`src/rtl/mvm_pkg.sv`:
```
// rtl/mvm_pkg.sv - shared widths and types for the MVM engine datapath
package mvm_pkg;
    localparam int DWIDTH_DEF = 32;
    localparam int CWIDTH_DEF = 8;

    typedef logic signed [DWIDTH_DEF-1:0] acc_t;
    typedef logic [CWIDTH_DEF-1:0]        chunk_cnt_t;
endpackage

```
`src/rtl/sync_fifo.sv`:
```
// rtl/sync_fifo.sv - synchronous first-word-fall-through FIFO with push/pop/full/empty/count
module sync_fifo #(
    parameter int WIDTH = 32,
    parameter int DEPTH = 4
) (
    input  logic                       clk,
    input  logic                       rst,
    input  logic                       push,
    input  logic [WIDTH-1:0]           wdata,
    input  logic                       pop,
    output logic [WIDTH-1:0]           rdata,
    output logic                       full,
    output logic                       empty,
    output logic [$clog2(DEPTH):0]     count
);
    localparam int AW = $clog2(DEPTH);

    logic [WIDTH-1:0] mem_q [DEPTH];
    logic [AW-1:0]    wr_ptr_q, wr_ptr_d;
    logic [AW-1:0]    rd_ptr_q, rd_ptr_d;
    logic [AW:0]      count_q, count_d;
    logic             do_push, do_pop;

    assign empty = (count_q == '0);
    assign full  = (count_q == (AW+1)'(DEPTH));
    assign count = count_q;
    // A pop frees a slot on the same edge, so a full FIFO can still take a push.
    assign do_pop  = pop && !empty;
    assign do_push = push && (!full || do_pop);
    assign rdata   = empty ? '0 : mem_q[rd_ptr_q];

    always_comb begin
        wr_ptr_d = wr_ptr_q;
        rd_ptr_d = rd_ptr_q;
        count_d  = count_q;
        if (do_push) wr_ptr_d = wr_ptr_q + AW'(1);
        if (do_pop)  rd_ptr_d = rd_ptr_q + AW'(1);
        if (do_push && !do_pop)      count_d = count_q + (AW+1)'(1);
        else if (do_pop && !do_push) count_d = count_q - (AW+1)'(1);
    end

    always_ff @(posedge clk) begin
        if (rst) begin
            wr_ptr_q <= '0;
            rd_ptr_q <= '0;
            count_q  <= '0;
        end else begin
            wr_ptr_q <= wr_ptr_d;
            rd_ptr_q <= rd_ptr_d;
            count_q  <= count_d;
        end
    end

    always_ff @(posedge clk) begin
        if (do_push) mem_q[wr_ptr_q] <= wdata;
    end
endmodule

```
`src/rtl/dot_accum.sv`:
```
// rtl/dot_accum.sv - sums consecutive 8-lane partial dot products into row results
module dot_accum
    import mvm_pkg::*;
#(
    parameter int DWIDTH     = DWIDTH_DEF,
    parameter int CWIDTH     = CWIDTH_DEF,
    parameter int FIFO_DEPTH = 4
) (
    input  logic              clk,
    input  logic              rst,
    input  logic              ivalid,
    input  logic [DWIDTH-1:0] idata,
    input  logic [CWIDTH-1:0] num_chunks,
    input  logic              clear,
    output logic              ovalid,
    output logic [DWIDTH-1:0] odata,
    input  logic              oready,
    output logic              busy,
    output logic              overflow
);
    logic [DWIDTH-1:0] acc_q, acc_d;
    logic [CWIDTH-1:0] cnt_q, cnt_d;
    logic [CWIDTH-1:0] n_lat_q, n_lat_d;
    logic              busy_q, busy_d;
    logic              overflow_q, overflow_d;
    logic              push;
    logic [DWIDTH-1:0] sum;
    logic [CWIDTH-1:0] len_eff;
    logic              fifo_full, fifo_empty, pop;
    logic [$clog2(FIFO_DEPTH):0] unused_fifo_count;

    assign len_eff = (num_chunks == '0) ? CWIDTH'(1) : num_chunks;
    assign pop     = oready && !fifo_empty;

    always_comb begin
        acc_d   = acc_q;
        cnt_d   = cnt_q;
        n_lat_d = n_lat_q;
        push    = 1'b0;
        sum     = acc_q + idata;
        if (clear) begin
            acc_d = '0;
            cnt_d = '0;
        end else if (ivalid) begin
            if (cnt_q == '0) begin
                n_lat_d = len_eff;
                if (len_eff == CWIDTH'(1)) begin
                    push  = 1'b1;
                    sum   = idata;
                    acc_d = '0;
                end else begin
                    acc_d = idata;
                    cnt_d = CWIDTH'(1);
                end
            end else if (cnt_q == n_lat_q - CWIDTH'(1)) begin
                push  = 1'b1;
                acc_d = '0;
                cnt_d = '0;
            end else begin
                acc_d = acc_q + idata;
                cnt_d = cnt_q + CWIDTH'(1);
            end
        end
        busy_d     = (cnt_d != '0);
        overflow_d = overflow_q | (push && fifo_full && !pop);
    end

    always_ff @(posedge clk) begin
        if (rst) begin
            acc_q      <= '0;
            cnt_q      <= '0;
            n_lat_q    <= CWIDTH'(1);
            busy_q     <= 1'b0;
            overflow_q <= 1'b0;
        end else begin
            acc_q      <= acc_d;
            cnt_q      <= cnt_d;
            n_lat_q    <= n_lat_d;
            busy_q     <= busy_d;
            overflow_q <= overflow_d;
        end
    end

    sync_fifo #(
        .WIDTH (DWIDTH),
        .DEPTH (FIFO_DEPTH)
    ) u_fifo (
        .clk   (clk),
        .rst   (rst),
        .push  (push),
        .wdata (sum),
        .pop   (pop),
        .rdata (odata),
        .full  (fifo_full),
        .empty (fifo_empty),
        .count (unused_fifo_count)
    );

    assign ovalid   = !fifo_empty;
    assign busy     = busy_q;
    assign overflow = overflow_q;
endmodule
```
`config.mk`:
```
export PLATFORM = sky130hd
export DESIGN_NAME = dot_accum
export DESIGN_NICKNAME = d
export VERILOG_FILES = /design/src/rtl/mvm_pkg.sv /design/src/rtl/sync_fifo.sv /design/src/rtl/dot_accum.sv
export SDC_FILE = /design/constraint.sdc
export NUM_CORES = 1
export LEC_CHECK = 0
export CELL_PAD_IN_SITES_DETAIL_PLACEMENT = 0
export CELL_PAD_IN_SITES_GLOBAL_PLACEMENT = 1
export CORE_ASPECT_RATIO = 0.75
export CORE_UTILIZATION = 53
export CTS_BUF_LIST = sky130_fd_sc_hd__clkbuf_4 sky130_fd_sc_hd__clkbuf_8
export CTS_CLUSTER_SIZE = 28
export DETAILED_ROUTE_END_ITERATION = 12
export PLACE_DENSITY = 0.87
export SYNTH_ARGS = -nofsm -noshare
export SYNTH_HDL_FRONTEND = slang
export SYNTH_SLANG_ARGS = --single-unit
```
`constraint.sdc`:
```
create_clock -name clk -period 4.86 [get_ports clk]
set_input_delay 0.729 -clock clk [delete_from_list [all_inputs] [get_ports clk]]
set_output_delay 0.729 -clock clk [all_outputs]
set_load 0.03 [all_outputs]
```
==> results of run 1 <==
[registers in the layout (all words and copies together), names as in the netlist, named ones only]
register,cells
busy,1
u_fifo.count,3
u_fifo.wr_ptr_q,2
n_lat_q,8
u_fifo.mem_q,128
acc_q,32
u_fifo.rd_ptr_q,2
overflow,1
cnt_q,8
[how the worst max path moves through the flow]
| stage | from | to | depth (start not counted) | slack, ns |
|---|---|---|---|---|
| after floorplan | cnt_q[3] | u_fifo.count[2] | 13 | 1.56 |
| after global placement | idata[9] | acc_q[31] | 12 | 0.91 |
| after detailed placement | idata[11] | acc_q[31] | 12 | 0.82 |
| after CTS | flip-flop | odata[30] | 4 | 1.04 |
| after global routing | flip-flop | odata[30] | 4 | 0.98 |
| final | flip-flop | odata[16] | 4 | 1.15 |
[per-stage QoR]
stage	setup slack, ns	total power, mW
4_1_cts	1.04	4.65
3_5_place_dp	0.823	3.61
2_1_floorplan	1.56	2.98
5_1_grt	0.979	4.81
6_report	1.15	4.60
3_3_place_gp	0.913	3.57
[logic make-up after synthesis]
family	share of synthesized area (%)
simple gates	11.9
compound gates	13.8
flops	51.9
buf+inv	2.44
mux	10.2
xor+xnor	4.34
fa+ha+maj	5.46
[metal layers]
metal	part of all wire [%]	track usage (%)	vias to the layer above
met1	46	33.1	3328
met4	0.74	5.65	0
met5	0	0	-
met2	49	40.3	192
li1	-	-	3231
met3	4.6	4.51	9
[synth_stat cells (9+ instances only)]
library cell | instances | share of area [%]
ha_1 | 39 | 5.0
edfxtp_1 | 128 | 40
xnor2_1 | 24 | 2.2
clkbuf_1 | 34 | 1.3
xor2_1 | 24 | 2.2
nor2_1 | 61 | 2.4
inv_1 | 16 | 0.62
a211oi_1 | 15 | 1.2
a22oi_1 | 21 | 1.6
and2_1 | 39 | 2.5
o21ai_0 | 37 | 1.9
nor3_1 | 11 | 0.57
nand2_1 | 61 | 2.4
mux2_2 | 16 | 1.9
dfxtp_1 | 59 | 12
mux4_2 | 32 | 7.4
and3_1 | 9 | 0.58
a21o_1 | 18 | 1.4
o21ai_1 | 13 | 0.67
a21oi_1 | 61 | 3.2
[layout make-up]
class	count	area, µm²
clock inverters	14	149
well taps	242	303
multi-input cells	582	4420
inverters	16	60.1
flip-flops and latches	187	5030
repair buffers	92	883
fillers	1415	6670
clock buffers	18	248
[power breakdown]
part	internal, mW	switching (mW)
sequential	1.78	0.0716
clock	0.440	0.600
combinational	0.758	0.949
[critical path, cell delays in order, from the launching register on]
cell and delay (ns):
dfxtp_1 0.91, buf_4 0.45, mux4_2 0.34, and2_1 0.18, clkdlybuf4s50_1 0.62
==> impl_metrics.json, run 1 <==
{
  "yosysWarningCount": 0,
  "layout.cells.most_common": "edfxtp_1",
  "final_cell_mix": "edfxtp_1, clkdlybuf4s50_1, nor2_1, a21oi_1, nand2_1",
  "routed_wl_um": 21400,
  "r2r_start": "n_lat_q[0]",
  "setup_viol": 0,
  "place_hpwl_um": 14300,
  "finalMaxSlewViolations": 0,
  "outcome": "completed",
  "dieArea_mm2": 0.0188,
  "antenna_left": 0,
  "max_slew_margin_pct": 40.9,
  "grt_pass1_vias": 6784,
  "design_area_mm2": 0.0111,
  "criticalPathCategory": "reg2out",
  "worstMarginPinSlew_ns": 0.886,
  "antenna_found_initial": 0,
  "synth-seq-area-share_pct": 51.9,
  "cts-buffers-inserted": 17,
  "path_clk_slew_ns": 0.10,
  "arrival_ns": 2.98,
  "cts_tree": "built",
  "leakagePower_nw": 3.93,
  "via_per_inst": 5.87,
  "grt_start_max_net_pins": 80,
  "syn_to_final_growth_pct": 14.6,
  "synthDistinctLibCells": 65,
  "clk_path_buf_depth": 2,
  "layout_min_cycle_time_ns": 3.71,
  "grt.overflow.total": 0,
  "rsz0062_at_grt": "no",
  "drt_iter0_markers": 509,
  "syn_area_mm2": 0.00968,
  "clk_latency_ns": 0.47,
  "finalNonFillerCells": 1151,
  "finalSetupTns_ns": 0,
  "synth_edf_count": 128,
  "clkSinkCount": 187,
  "r2r_end": "u_fifo.count[2]",
  "num_rows": 42,
  "postCtsSetupBuffers": 0,
  "core_mm2": 0.0178,
  "p_per_area_mw_per_mm2": 414,
  "ff2ff_setup_slack_ns": 1.30,
  "grt_pass1_wl_um": 34900,
  "diodes": 0,
  "htreeDepth": 4,
  "reg2regPathDepth": 14,
  "worstHoldStart": "n_lat_q[6]",
  "peakVddDrop_mv": 0.552,
  "hp-class": "reg2reg",
  "critPathCaptureType": "output port",
  "port_buffers": 79,
  "grt_usage_pct": 24.3,
  "post_drt_wl_per_cell_um": 18.6,
  "first_pass_iters": 5,
  "vias": 6760,
  "die_w_um": 158,
  "synthesis.nets": 915,
  "start_util_pct": 54.5,
  "die_h_um": 119,
  "synth_cells": 829,
  "timing.final.crit_share_pct": 76.4,
  "place_area_mm2": 0.0107,
  "postCtsResizedCells": 0,
  "hold-worst-slack_ns": 0.486,
  "max_freq_mhz": 269,
  "hold_viol": 0,
  "path_max_fanout": 18,
  "min_to": "n_lat_q[6]",
  "drc_errors": 0,
  "ys.flop_type": "edfxtp_1",
  "cp.required_ns": 4.13,
  "drive_above_1_share_pct": 11.9,
  "whs_path_depth": 2,
  "dp.cells": 1119,
  "finalClockSkew_ns": 0.0160,
  "gp_congestion": 0.818,
  "fin_nets": 982,
  "avgSynthCellArea_um2": 11.7,
  "io_pins": 80,
  "drv_cap": 0,
  "post-route-util_pct": 62.4,
  "crit_path_start_kind": "flip-flop",
  "ctsHoldBuffers": 0,
  "async_flop_share_pct": 0,
  "cts_root_buffer": "clkbuf_8",
  "synth-seq-cells": 187
}
Power figures use the tool's default switching activity.
==> run 2, diff against run 1 <==
Settings changed: CORE_UTILIZATION 53 to 49, PLACE_DENSITY 0.87 to 0.82.
Clock period 4.86 ns to 3.8 ns, I/O delays scaled along.
==> run 2 against run 1 <==
  * Sequential share of layout area shrank 0.61 points
  * Core utilization decreased by 4.3 points
  * Worst setup slack got worse by 0.76 ns
  * Global-route usage fell by 0.85 points
  * Register-to-register slack worse by 0.91 ns
  * Non-clock buffer count increased by 14
  * Sequential power rose by 25%
  * Cell count increased by 2.2%
  * Clock power rose by 33%
  * Power increased by 30%
  * Die area is 8.0% higher
  * Critical endpoint is now u_fifo.count[2]
==> impl_metrics.json, run 2 (synthesis gave the netlist of run 1 again) <==
{
  "outcome": "completed",
  "path_clk_slew_ns": 0.10,
  "path_max_fanout": 8,
  "fin_nets": 996,
  "layout.cells.most_common": "edfxtp_1",
  "syn_to_final_growth_pct": 16.1,
  "critical_path.max_stage_delay_ns": 0.63,
  "first_pass_iters": 5,
  "finalClockSkew_ns": 0.0156,
  "max_slew_margin_pct": 48.7,
  "gp_congestion": 0.884,
  "reg.largest.list": "u_fifo.mem_q: 128 flops, acc_q: 32 flops",
  "r2r_start": "cnt_q[3]",
  "io_pins": 80,
  "worstMarginPinSlew_ns": 0.769,
  "clk_path_buf_depth": 2,
  "cts_root_buffer": "clkbuf_8",
  "p_per_area_mw_per_mm2": 531,
  "timing.final.crit_share_pct": 89.8,
  "path_buf_inv": 1,
  "postCtsResizedCells": 0,
  "setup_viol": 0,
  "place_hpwl_um": 15400,
  "clkSinkCount": 187,
  "diodes": 0,
  "post-route-util_pct": 58.2,
  "finalMaxSlewViolations": 0,
  "largest_reg_flops": 128,
  "final_cell_mix": "edfxtp_1, clkdlybuf4s50_1, nor2_1, a21oi_1, nand2_1",
  "crit_slowest_cell": "or4b_1",
  "hold_viol": 0,
  "postCtsSetupBuffers": 0,
  "peakVddDrop_mv": 0.429,
  "grt_usage_pct": 23.5,
  "reg2regPathDepth": 11,
  "antenna_found_initial": 0,
  "drive_above_1_share_pct": 13.1,
  "cts_tree": "built",
  "crit_path_start_kind": "flip-flop",
  "leakagePower_nw": 4.01,
  "cp.required_ns": 4.21,
  "vias": 6902,
  "drt_iter0_markers": 500,
  "dieArea_mm2": 0.0203,
  "post_drt_wl_per_cell_um": 19.0,
  "ctsHoldBuffers": 0,
  "grt.overflow.total": 0,
  "num_rows": 44,
  "design_area_mm2": 0.0112,
  "clk_latency_ns": 0.47,
  "grt_start_max_net_pins": 80,
  "start_util_pct": 50.1,
  "ff2ff_setup_slack_ns": 0.39,
  "antenna_left": 0,
  "die_w_um": 164,
  "drv_cap": 0,
  "r2r_end": "u_fifo.count[2]",
  "cp_top_family": "simple AND/OR/NAND/NOR gates",
  "htreeDepth": 4,
  "grt_pass1_wl_um": 35900,
  "drc_errors": 0,
  "crit_chain": "nor3_1 -> nand2b_1 -> or4b_1 -> a21boi_2 -> nor4_4 -> ha_1 -> inv_1 -> fa_1 -> xor2_1 -> or3_1 -> a21oi_1",
  "die_h_um": 124,
  "place_area_mm2": 0.0108,
  "max_freq_mhz": 293,
  "critPathCaptureType": "flip-flop",
  "layout_min_cycle_time_ns": 3.41,
  "rsz0062_at_grt": "no",
  "arrival_ns": 3.83,
  "p_total_mw": 5.97,
  "largest-register": "u_fifo.mem_q",
  "via_per_inst": 5.87,
  "criticalPathCategory": "reg2reg",
  "routed_wl_um": 22400,
  "port_buffers": 79,
  "core_mm2": 0.0193,
  "endpoint": "u_fifo.count[2]",
  "cp-startpoint": "cnt_q[3]",
  "hp-class": "reg2reg",
  "cts-buffers-inserted": 17,
  "grt_pass1_vias": 6779,
  "cp.depth": 11
}
==> run 2: worst min-delay path by stage <==
stage                          start         end  depth (start not counted)
after detailed placement  n_lat_q[6]  n_lat_q[6]                          2
after global routing      n_lat_q[7]  n_lat_q[7]                          2
after floorplan           n_lat_q[7]  n_lat_q[7]                          2
after global placement     acc_q[27]   acc_q[27]                          1
after CTS                 n_lat_q[6]  n_lat_q[6]                          2
final                     n_lat_q[6]  n_lat_q[6]                          2
==> run 2: worst min-delay path, stage by stage, from the launching register on <==
cell and delay, ns:
dfxtp_1 0.34, nand2_1 0.06, a21oi_1 0.05
==> run 2: final cells by class <==
cell class / count / area (µm²)
Clock buffer: 17 / 234
Clock inverter: 15 / 181
Fill cell: 1573 / 8080
Inverter: 16 / 60.1
Multi-Input combinational cell: 582 / 4420
Sequential cell: 187 / 5030
Tap cell: 253 / 317
Timing Repair Buffer: 106 / 1000
==> run 2: metrics by stage <==
stage | TNS, ns | instances | hold WS, ns | worst slack, ns
after floorplan | 0 | 829 | 0.448 | 0.503
final | 0 | 1176 | 0.488 | 0.387
after global placement | 0 | 1144 | 0.469 | 0.0618
after detailed placement | -0.0146 | 1144 | 0.475 | -0.0146
after global routing | 0 | 1176 | 0.521 | 0.152
after CTS | 0 | 1176 | 0.491 | 0.403
==> run 2: layer usage <==
metal  vias up  GRT usage [%]  share of wire [%]
met5         -              0                  0
met4         0           7.64                1.6
met3        26           4.03                4.7
met2       215           36.2                 45
met1      3396           33.8                 49
li1       3265              -                  -
==> run 2: power breakdown <==
part | leakage [nW] | switching (mW) | internal, mW
clock | 0.209 | 0.770 | 0.611
combinational | 2.17 | 1.29 | 0.983
sequential | 1.63 | 0.0438 | 2.27
